`config.mk`:
```
export PLATFORM = sky130hd
export DESIGN_NAME = hilo_mdu
export DESIGN_NICKNAME = d
export VERILOG_FILES = /design/src/rtl/hilo_mdu.sv
export SDC_FILE = /design/constraint.sdc
export NUM_CORES = 1
export LEC_CHECK = 0
export BUFFER_PORTS_ARGS = -buffer_cell sky130_fd_sc_hd__buf_2
export CAP_MARGIN = 20
export CORE_ASPECT_RATIO = 1.75
export CORE_MARGIN = 1.5
export CORE_UTILIZATION = 61
export DETAILED_ROUTE_END_ITERATION = 8
export PLACE_DENSITY_LB_ADDON = 0.05
export RECOVER_POWER = 25
export SLEW_MARGIN = 40
export SYNTH_ARGS = -nofsm -noshare
export SYNTH_HDL_FRONTEND = slang
export SYNTH_SLANG_ARGS = --single-unit
```
`constraint.sdc`:
```
create_clock -name clk -period 4.35 [get_ports clk]
set_input_delay 0.87 -clock clk [delete_from_list [all_inputs] [get_ports clk]]
set_output_delay 0.87 -clock clk [all_outputs]
set_load 0.02 [all_outputs]
```
`src/rtl/hilo_mdu.sv`:
```
// hilo_mdu: iterative MULTU/DIVU unit with HI/LO registers.
// Ports: clk, reset (async, active-low), start/op/a/b request in,
//   busy/done status, hi/lo result flops, dz divide-by-zero flag.
//   op: 00 MULTU, 01 DIVU, 10 MTHI, 11 MTLO.
//   DIVU, the DIV state and dz exist only with MDU_DIV_EN defined;
//   otherwise op=01 is a no-op and dz is tied low.
module hilo_mdu #(
    parameter int WIDTH = 32
) (
    input  logic             clk,
    input  logic             reset,
    input  logic             start,
    input  logic [1:0]       op,
    input  logic [WIDTH-1:0] a,
    input  logic [WIDTH-1:0] b,
    output logic             busy,
    output logic             done,
    output logic [WIDTH-1:0] hi,
    output logic [WIDTH-1:0] lo,
    output logic             dz
);

    localparam int CW = $clog2(WIDTH + 1);
    localparam logic [CW-1:0] LAST = CW'(WIDTH - 1);

    typedef enum logic [1:0] {
        IDLE,
        MUL,
`ifdef MDU_DIV_EN
        DIV,
`endif
        DONE
    } state_t;

    state_t state_q, state_d;
    logic [WIDTH-1:0]   hi_q, hi_d;
    logic [WIDTH-1:0]   lo_q, lo_d;
    logic [CW-1:0]      cnt_q, cnt_d;
    logic [WIDTH-1:0]   mcand_q, mcand_d;
    logic [2*WIDTH-1:0] prod_q, prod_d;
    logic [WIDTH:0]     msum;
    logic [2*WIDTH-1:0] prod_nxt;
    logic               accept;

`ifdef MDU_DIV_EN
    logic [WIDTH-1:0] rem_q, rem_d;
    logic [WIDTH-1:0] quo_q, quo_d;
    logic [WIDTH-1:0] dvs_q, dvs_d;
    logic             dz_q, dz_d;
    logic [WIDTH:0]   trial;
    logic [WIDTH:0]   sub;
    logic             ge;
    logic [WIDTH-1:0] rem_nxt;
    logic [WIDTH-1:0] quo_nxt;
`endif

    assign busy   = (state_q == MUL)
`ifdef MDU_DIV_EN
                  | (state_q == DIV)
`endif
                  ;
    assign done   = (state_q == DONE);
    assign accept = start & ~busy;
    assign hi     = hi_q;
    assign lo     = lo_q;

    // Shift-add: add multiplicand into the upper half when the
    // current multiplier bit is set, then shift the pair right.
    always_comb begin
        msum = {1'b0, prod_q[2*WIDTH-1:WIDTH]};
        if (prod_q[0]) begin
            msum = msum + {1'b0, mcand_q};
        end
        prod_nxt = {msum, prod_q[WIDTH-1:1]};
    end

`ifdef MDU_DIV_EN
    assign dz = dz_q;

    // Restoring step on a WIDTH+1 bit trial remainder. The low
    // WIDTH bits are subtracted; a set trial MSB means the trial
    // already exceeds any divisor, so the low difference is exact.
    always_comb begin
        trial   = {rem_q, quo_q[WIDTH-1]};
        sub     = {1'b0, trial[WIDTH-1:0]} - {1'b0, dvs_q};
        ge      = trial[WIDTH] | ~sub[WIDTH];
        rem_nxt = ge ? sub[WIDTH-1:0] : trial[WIDTH-1:0];
        quo_nxt = {quo_q[WIDTH-2:0], ge};
    end
`else
    assign dz = 1'b0;
`endif

    always_comb begin
        state_d = state_q;
        hi_d    = hi_q;
        lo_d    = lo_q;
        cnt_d   = cnt_q;
        mcand_d = mcand_q;
        prod_d  = prod_q;
`ifdef MDU_DIV_EN
        rem_d   = rem_q;
        quo_d   = quo_q;
        dvs_d   = dvs_q;
        dz_d    = dz_q;
`endif

        case (state_q)
            MUL: begin
                prod_d = prod_nxt;
                cnt_d  = cnt_q + 1'b1;
                if (cnt_q == LAST) begin
                    hi_d    = prod_nxt[2*WIDTH-1:WIDTH];
                    lo_d    = prod_nxt[WIDTH-1:0];
                    state_d = DONE;
                end
            end
`ifdef MDU_DIV_EN
            DIV: begin
                rem_d = rem_nxt;
                quo_d = quo_nxt;
                cnt_d = cnt_q + 1'b1;
                if (cnt_q == LAST) begin
                    hi_d    = rem_nxt;
                    lo_d    = quo_nxt;
                    state_d = DONE;
                end
            end
`endif
            DONE:    state_d = IDLE;
            default: state_d = state_q;
        endcase

        // Only reachable from IDLE or DONE; overrides DONE -> IDLE.
        if (accept) begin
            case (op)
                2'b00: begin
                    mcand_d = a;
                    prod_d  = {{WIDTH{1'b0}}, b};
                    cnt_d   = '0;
                    state_d = MUL;
`ifdef MDU_DIV_EN
                    dz_d    = 1'b0;
`endif
                end
`ifdef MDU_DIV_EN
                2'b01: begin
                    if (b == '0) begin
                        hi_d    = a;
                        lo_d    = '1;
                        dz_d    = 1'b1;
                        state_d = DONE;
                    end else begin
                        rem_d   = '0;
                        quo_d   = a;
                        dvs_d   = b;
                        cnt_d   = '0;
                        dz_d    = 1'b0;
                        state_d = DIV;
                    end
                end
`endif
                2'b10: begin
                    hi_d    = a;
                    state_d = IDLE;
                end
                2'b11: begin
                    lo_d    = a;
                    state_d = IDLE;
                end
                default: ;
            endcase
        end
    end

    always_ff @(posedge clk or negedge reset) begin
        if (!reset) begin
            state_q <= IDLE;
            hi_q    <= '0;
            lo_q    <= '0;
            cnt_q   <= '0;
            mcand_q <= '0;
            prod_q  <= '0;
`ifdef MDU_DIV_EN
            rem_q   <= '0;
            quo_q   <= '0;
            dvs_q   <= '0;
            dz_q    <= 1'b0;
`endif
        end else begin
            state_q <= state_d;
            hi_q    <= hi_d;
            lo_q    <= lo_d;
            cnt_q   <= cnt_d;
            mcand_q <= mcand_d;
            prod_q  <= prod_d;
`ifdef MDU_DIV_EN
            rem_q   <= rem_d;
            quo_q   <= quo_d;
            dvs_q   <= dvs_d;
            dz_q    <= dz_d;
`endif
        end
    end

endmodule

```
==> flow_summary.ini, run 1 <==
[sta]
period_share_pct = 73.8
tightest_slew_ns = 1.98
slew_viol_final = 152
finalHoldViolations = 0
layout_setup_ws_ns = 1.14
rsz0062_at_grt = no
fmax_mhz = 311
holdWs_ns = 0.492
finalCriticalPeriod_ns = 3.21
setup_viol = 0
setup-tns-final_ns = 0
clock_skew_ns = 0.0146
relSlewSlack_pct = -31.9

[routing]
drt_pass1_iterations = 5
drc = 0
drtIter0Drc = 565
ant_nets = 0
drt-total-wl_mm = 28.3
vias = 8434
vias_per_cell = 6.31
avgRoutedWirePerCell_um = 21.2

[yosys]
syn-cell-area_um2 = 9330
yosysMostFrequentCell = nand2_1
synth-main-ff-cell = dfrtp_1
synth_top_cell_area_share_pct = 45.1
ys_ff_latch = 168
synth.yosys.seq_area_share_pct = 45.1
yosysWarnings = 0
synth_largest_area_cell = dfrtp_1
ys_top_cells_by_area = dfrtp_1, mux2i_1, nand2_1
syn_nets = 1140
synth_edf_count = 0
async_flop_share_pct = 100
postSynthCellCount = 1035
synthTopCellsByCount = nand2_1, dfrtp_1, a21oi_1, nor2_1, o21ai_0
syn_avg_cell_area_um2 = 9.01
synth_cell_types = 63

[global_routing]
grt_max_degree = 94
grt_pass1_vias = 8468
grt_pass1_wl_mm = 44.3
grt_antenna_before_repair = 1
grt_use_total_pct = 36.7
grt_overflow = 0

[final_layout]
nFillCells = 1243
seq_area_um2 = 4210
drive_gt1_share_pct = 17.5
nets = 1245
syn_to_final_growth_pct = 15.1
multi_input_area_um2 = 4860

[worst_setup_path]
arrival_ns = 2.34
regToRegStartpoint = prod_q[36]
criticalPathCategory = flip-flop to primary output
critPathRequiredTime_ns = 3.48
cp-end-kind = primary output
crit_fanout = 39
crit_start = state_q[1]
crit_path_start_kind = flip-flop

[clock_tree]
numCtsBuffers = 17
cts-htree-levels = 4
cts.clk_slew.worst_paths_ns = 0.07
clock_latency_ns = 0.44
cts_hold_repair.buffers = 0
postCtsSetupBuffers = 0
clock-sinks = 168
tritoncts = done
clock_path_buffers = 2
cts_root_buffer = clkbuf_16
cts_resized = 0

[power]
vdd_drop_max_v = 0.000473
p_per_area_nw_per_um2 = 814
p_leak_nw = 4.93

[placement]
portBuffers = 134
place_ws_ns = 1.31
gp_congestion = 0.921
hpwl_mm = 19.6

[floorplan]
pin_count = 136
dieArea_um2 = 16100
start_util_pct = 62.5
die_w_um = 96.5
rows = 59
core-area_um2 = 14900
chipHeight_um = 167

[outcome]
status = finished, violations left
violations = capacitance limit, slew limit

[worst_hold_path]
hp-start = mcand_q[27]
worstHoldPathType = flip-flop to flip-flop

[job]
maxCapViolCount = 2
==> flip-flops by register name, indices dropped and copies added (netlist names) <==
signal   count
lo          32
cnt_q        6
mcand_q     32
state_q      2
prod_q      64
hi          32
==> path summary, 6_finish.rpt <==
| path | to | slack (ns) | cells past startpoint |
|---|---|---|---|
| worst max-delay path | busy | 1.14 | 5 |
| worst min-delay path | mcand_q[27] | 0.49 | 2 |
| worst max register to register | hi[17] | 1.28 | 9 |
| worst min register to register | mcand_q[27] | 0.49 | 2 |
| max in group asynchronous | prod_q[1] | 1.23 | 2 |
| min in group asynchronous | mcand_q[29] | 0.60 | 1 |
==> through the flow <==
stage	util [%]	instances	total power, mW	instance area [µm²]
after CTS	72.0	1334	8.65	10700
final	72.0	1337	8.74	10700
after global routing	72.0	1336	9.30	10700
after floorplan	-	1035	5.80	9330
after detailed placement	67.9	1302	7.09	10100
after global placement	67.9	1302	7.01	10100
==> routing by layer <==
layer  routed length [µm]  track usage (%)
met5                    0                0
met4                 1870             23.1
met3                 1530             7.58
met2                14900             62.9
met1                10000             39.9
==> placed cells by master, fill, tap and decap left out, types with 14 or more instances in the layout <==
master     instances
o21ai_0           87
nor2_1            88
nand2_1          184
ha_1              34
mux2i_1           80
a21oi_1           96
dfrtp_1          167
a21o_1            14
clkbuf_16         17
nand3_1           15
buf_2            133
a211oi_1          26
==> logic make-up after synthesis <==
| kind of cell | Yosys count | synth area share [%] |
|---|---|---|
| xor gates and xnor gates | 24 | 2.25 |
| and+or+nand+nor | 348 | 16.0 |
| adders and majority gates | 36 | 4.91 |
| muxes | 82 | 8.83 |
| other | 1 | 0.0402 |
| DFF | 168 | 45.1 |
| buffers and inverters | 74 | 3.13 |
| AOI/OAI and AO/OA | 302 | 19.8 |
==> final cells by class <==
cell class	instances	area share [%]
multi-input cells	793	45.3
flip-flops and latches	168	39.2
repair buffers	147	7.36
clock buffers	18	4.09
well taps	183	2.13
clock inverters	14	1.51
inverters	13	0.454
diodes	1	0.0233
==> critical path, cell delays in order (launching register included) <==
cell and delay (ns):
dfrtp_1 0.39, inv_1 0.12, ha_4 0.39, buf_12 0.28, buf_4 0.45, buf_2 0.25
==> where the power goes <==
part           internal [mW]  switching [mW]
logic                   1.70            2.79
clock network          0.785           0.742
registers               2.21           0.510
total                   4.70            4.04
Power figures use the tool's default switching activity.
==> run 2, diff against run 1 <==
- CORE_UTILIZATION: 61 -> 52
- clock period: 4.35 -> 2.95 ns (I/O delays scaled with it)
==> flow_summary.ini, run 2 (synthesized netlist as in run 1, its figures left out) <==
[placement]
portBuffers = 134
place_ws_ns = 0.119
gp_congestion = 0.923
hpwl_mm = 20.3
place_inst = 1369
post_dp_cell_area_um2 = 10400

[global_routing]
grt_use_total_pct = 30.6
grt_max_degree = 62
grt_antenna_before_repair = 0
grt_overflow = 0
grt_pass1_wl_mm = 44.7
grt_pass1_vias = 8401

[clock_tree]
tritoncts = done
cts-htree-levels = 4
cts_root_buffer = clkbuf_16
clock-sinks = 168
clock_path_buffers = 2
clock_latency_ns = 0.43
cts.clk_slew.worst_paths_ns = 0.07
numCtsBuffers = 17

[routing]
vias_per_cell = 5.82
avgRoutedWirePerCell_um = 19.8
drtIter0Drc = 365
drt_pass1_iterations = 5
ant_nets = 0
drc = 0
drt-total-wl_mm = 27.8
vias = 8155

[sta]
rsz0062_at_grt = no
setup-tns-final_ns = 0
tightest_slew_ns = 1.69
setup_viol = 0
fmax_mhz = 358
period_share_pct = 94.8
holdWs_ns = 0.351
clock_skew_ns = 0.0116
layout_setup_ws_ns = 0.154
finalHoldViolations = 0
relSlewSlack_pct = -12.4
finalCriticalPeriod_ns = 2.80
slew_viol_final = 60

[final_layout]
regMostFlops = prod_q
syn_to_final_growth_pct = 18.1
layout_commonest_cell = nand2_1
final_cell_area_um2 = 11000
drive_gt1_share_pct = 19.2
final_util_pct = 62.8
stdcell_count = 1401
antenna-diode-count = 0
mostFrequentLayoutCells = nand2_1, dfrtp_1, buf_2, a21oi_1
nets = 1262
largest_reg_flops = 64

[floorplan]
core-area_um2 = 17500
start_util_pct = 53.2
pin_count = 136
die_w_um = 104
dieArea_um2 = 18800
rows = 64
chipHeight_um = 180

[power]
vdd_drop_max_v = 0.000569
p_total_mw = 13.0
p_leak_nw = 5.05
p_per_area_nw_per_um2 = 1180

[worst_hold_path]
worstHoldPathType = input port to flip-flop

[worst_setup_path]
critPathSlowestCell = fa_1
critPathRequiredTime_ns = 3.24
path_common_cell = a211o_1
criticalPathCategory = flip-flop to flip-flop
worstPathBufferInverterCount = 0
cp-end-kind = flip-flop
crit_fanout = 6
arrival_ns = 3.09
cpPeakStageDelay_ns = 0.41
cp_top_family = compound AO/OA/AOI/OAI gates
crit_path_start_kind = flip-flop
crit_path_cell_trace = ha_1 > fa_1 > a21oi_1 > o22ai_1 > a2bb2oi_2 > a211o_1 > a31o_2 > a211o_1 > nand3_1 > o21ai_0

[outcome]
violations = capacitance limit, slew limit
status = finished, violations left

[job]
maxCapViolCount = 1
[run 2: cell type report]
| cell class | instances | area (µm²) |
|---|---|---|
| Timing Repair Buffer | 164 | 971 |
| Tap cell | 231 | 289 |
| Clock buffer | 18 | 429 |
| Sequential cell | 168 | 4210 |
| Multi-Input combinational cell | 793 | 4890 |
| Inverter | 13 | 48.8 |
| Fill cell | 1526 | 6520 |
| Clock inverter | 14 | 186 |
[run 2: path summary, 6_finish.rpt]
path | depth (start not counted) | startpoint | slack, ns | to
setup / recovery | 10 | mcand_q[0] | 0.15 | prod_q[63]
hold / removal | 3 | b[4] | 0.35 | prod_q[4]
setup reg to reg | 10 | mcand_q[0] | 0.15 | prod_q[63]
hold reg to reg | 2 | mcand_q[3] | 0.48 | mcand_q[3]
max in group asynchronous | 2 | reset | 1.27 | state_q[1]
min in group asynchronous | 1 | reset | 0.59 | mcand_q[31]
[run 2: layer usage]
metal	vias to the layer above	share of wire, %	global-route usage [%]
met2	246	55	57.2
met3	78	4.3	5.68
met5	-	0	0
li1	3912	-	-
met4	0	4.7	15.2
met1	3919	36	32.5
[run 2: report_power, final]
part           internal [mW]  switching [mW]
Clock                   1.36           0.997
Sequential              3.27           0.770
Combinational           2.64            4.00
[run 2: timing repair]
action,in CTS,in global routing
setup endpoints to repair,0,12
hold buffers,0,0
resized for setup,0,5
buffers inserted,0,0
[run 2: worst register-to-register path: cells and delay by family (launching register included)]
kind | cells | cell delay [ns]
flip-flops | 1 | 0.38
AND/OR/NAND/NOR | 1 | 0.08
AO/OA/AOI/OAI | 7 | 1.56
adder cells (fa/ha/maj) | 2 | 0.64
==> run 3, diff against run 2 <==
- CORE_UTILIZATION: 52 -> 40
==> flow_summary.ini, run 3 (synthesized netlist as in run 1, its figures left out) <==
[outcome]
status = finished, violations left
violations = capacitance limit, slew limit

[sta]
setup-tns-final_ns = 0
setup_viol = 0
finalHoldViolations = 0
fmax_mhz = 357
rsz0062_at_grt = no
slew_viol_final = 65
period_share_pct = 94.9
relSlewSlack_pct = -7.96
clock_skew_ns = 0.00917
tightest_slew_ns = 1.62
finalCriticalPeriod_ns = 2.80

[floorplan]
chipHeight_um = 205
start_util_pct = 40.8
dieArea_um2 = 24300
pin_count = 136
rows = 73
die_w_um = 118
core-area_um2 = 22800

[placement]
portBuffers = 134
hpwl_mm = 20.0
gp_congestion = 0.838

[clock_tree]
clock-sinks = 168
tritoncts = done
cts_hold_repair.buffers = 0
cts-htree-levels = 4
numCtsBuffers = 17
clock_latency_ns = 0.45
cts_root_buffer = clkbuf_16
clock_path_buffers = 2
cts.clk_slew.worst_paths_ns = 0.07

[global_routing]
grt_pass1_vias = 8130
grt_use_total_pct = 24.0
grt_overflow = 0
grt_max_degree = 68
grt_pass1_wl_mm = 44.9
grt_antenna_before_repair = 0

[worst_setup_path]
crit_fanout = 10
crit_start = mcand_q[18]
crit_path_start_kind = flip-flop
worstPathBufferInverterCount = 0
arrival_ns = 3.17
regToRegStartpoint = mcand_q[18]
criticalPathCategory = flip-flop to flip-flop
crit_path_cell_trace = ha_1 > a21oi_4 > o21ai_2 > or3_1 > a211o_1 > a211o_1 > and3_1 > a211o_1 > a21oi_2
path_common_cell = a211o_1
critPathRequiredTime_ns = 3.32
cp_top_family = compound AO/OA/AOI/OAI gates
cpPeakStageDelay_ns = 0.44
critPathSlowestCell = ha_1
cp-end-kind = flip-flop

[final_layout]
final_util_pct = 48.6
mostFrequentLayoutCells = nand2_1, dfrtp_1, buf_2, a21oi_1, nor2_1
regMostFlops = prod_q
nFillCells = 2272
syn_to_final_growth_pct = 19.1
nets = 1267
drive_gt1_share_pct = 19.0
antenna-diode-count = 0
layout_commonest_cell = nand2_1
largest_reg_flops = 64

[power]
seq_power_share_pct = 30.5
vdd_drop_max_v = 0.000546
switching_share_pct = 43.0
p_per_area_nw_per_um2 = 1170
p_comb_share_pct = 50.9
intPower_mw = 7.41
p_leak_nw = 5.06
p_sw_mw = 5.58
power.share.clock_pct = 18.6

[worst_hold_path]
hp-start = b[9]
worstHoldPathType = input port to flip-flop

[routing]
drt_pass1_iterations = 5
avgRoutedWirePerCell_um = 19.1
drt-total-wl_mm = 28.1
vias_per_cell = 5.41
ant_nets = 0
drtIter0Drc = 453
drc = 0
vias = 7977

[job]
maxCapViolCount = 1
==> run 3: routing by layer <==
metal  up-vias  share of wire (%)  wire length, µm  global-route usage (%)
met5         -                  0                0                       0
met4         0                1.8              494                    7.70
met3        30                3.3              922                    3.56
met2       163                 50            14000                    41.1
met1      3874                 45            12700                    31.3
li1       3910                  -                -                       -
==> run 3: layout make-up <==
cell class,count,area [µm²],area share (%)
multi-input cells,793,4870,43.9
flip-flops and latches,168,4210,37.9
repair buffers,169,977,8.80
clock buffers,24,482,4.34
well taps,300,375,3.38
clock inverters,7,141,1.27
inverters,13,48.8,0.440
==> run 3: power by group through the flow <==
stage               registers [mW]  logic, mW  clock network, mW
global placement              3.99       6.52                  0
global route                  4.09       7.35               2.57
detailed placement            4.00       6.57                  0
finish                        3.97       6.62               2.42
floorplan                     4.21       4.34                  0
CTS                           3.97       6.60               2.47
==> run 3: final timing paths <==
| check | to | slack, ns | cells past startpoint |
|---|---|---|---|
| hold / removal | prod_q[9] | 0.35 | 3 |
| setup reg to reg | prod_q[62] | 0.15 | 9 |
| min in group asynchronous | prod_q[25] | 0.54 | 1 |
| setup / recovery | prod_q[62] | 0.15 | 9 |
| hold reg to reg | mcand_q[28] | 0.49 | 2 |
| max in group asynchronous | hi[20] | 0.64 | 2 |
==> run 3: what timing repair did <==
| item | 4_1_cts | 5_1_grt |
|---|---|---|
| setup buffers | 0 | 0 |
| setup endpoints to repair | 0 | 20 |
| resized for setup | 0 | 4 |
==> run 3: stage by stage <==
step | power [mW] | instances | hold WS [ns] | instance area, µm² | setup WS (ns)
6_report | 13.0 | 1474 | 0.345 | 11100 | 0.151
5_1_grt | 14.0 | 1474 | 0.341 | 11100 | 0.0184
4_1_cts | 13.0 | 1474 | 0.142 | 11100 | 0.0479
3_5_place_dp | 10.6 | 1443 | 0.471 | 10500 | 0.0821
3_3_place_gp | 10.5 | 1443 | 0.466 | 10500 | 0.116
2_1_floorplan | 8.55 | 1035 | 0.294 | 9330 | 0.397
==> run 3: worst register-to-register path: cells and delay by family, from the launching register on <==
| family | cells | cell delay, ns |
|---|---|---|
| AO/OA/AOI/OAI | 6 | 1.36 |
| adder cells (fa/ha/maj) | 1 | 0.44 |
| flip-flops | 1 | 0.39 |
| AND/OR/NAND/NOR | 2 | 0.52 |
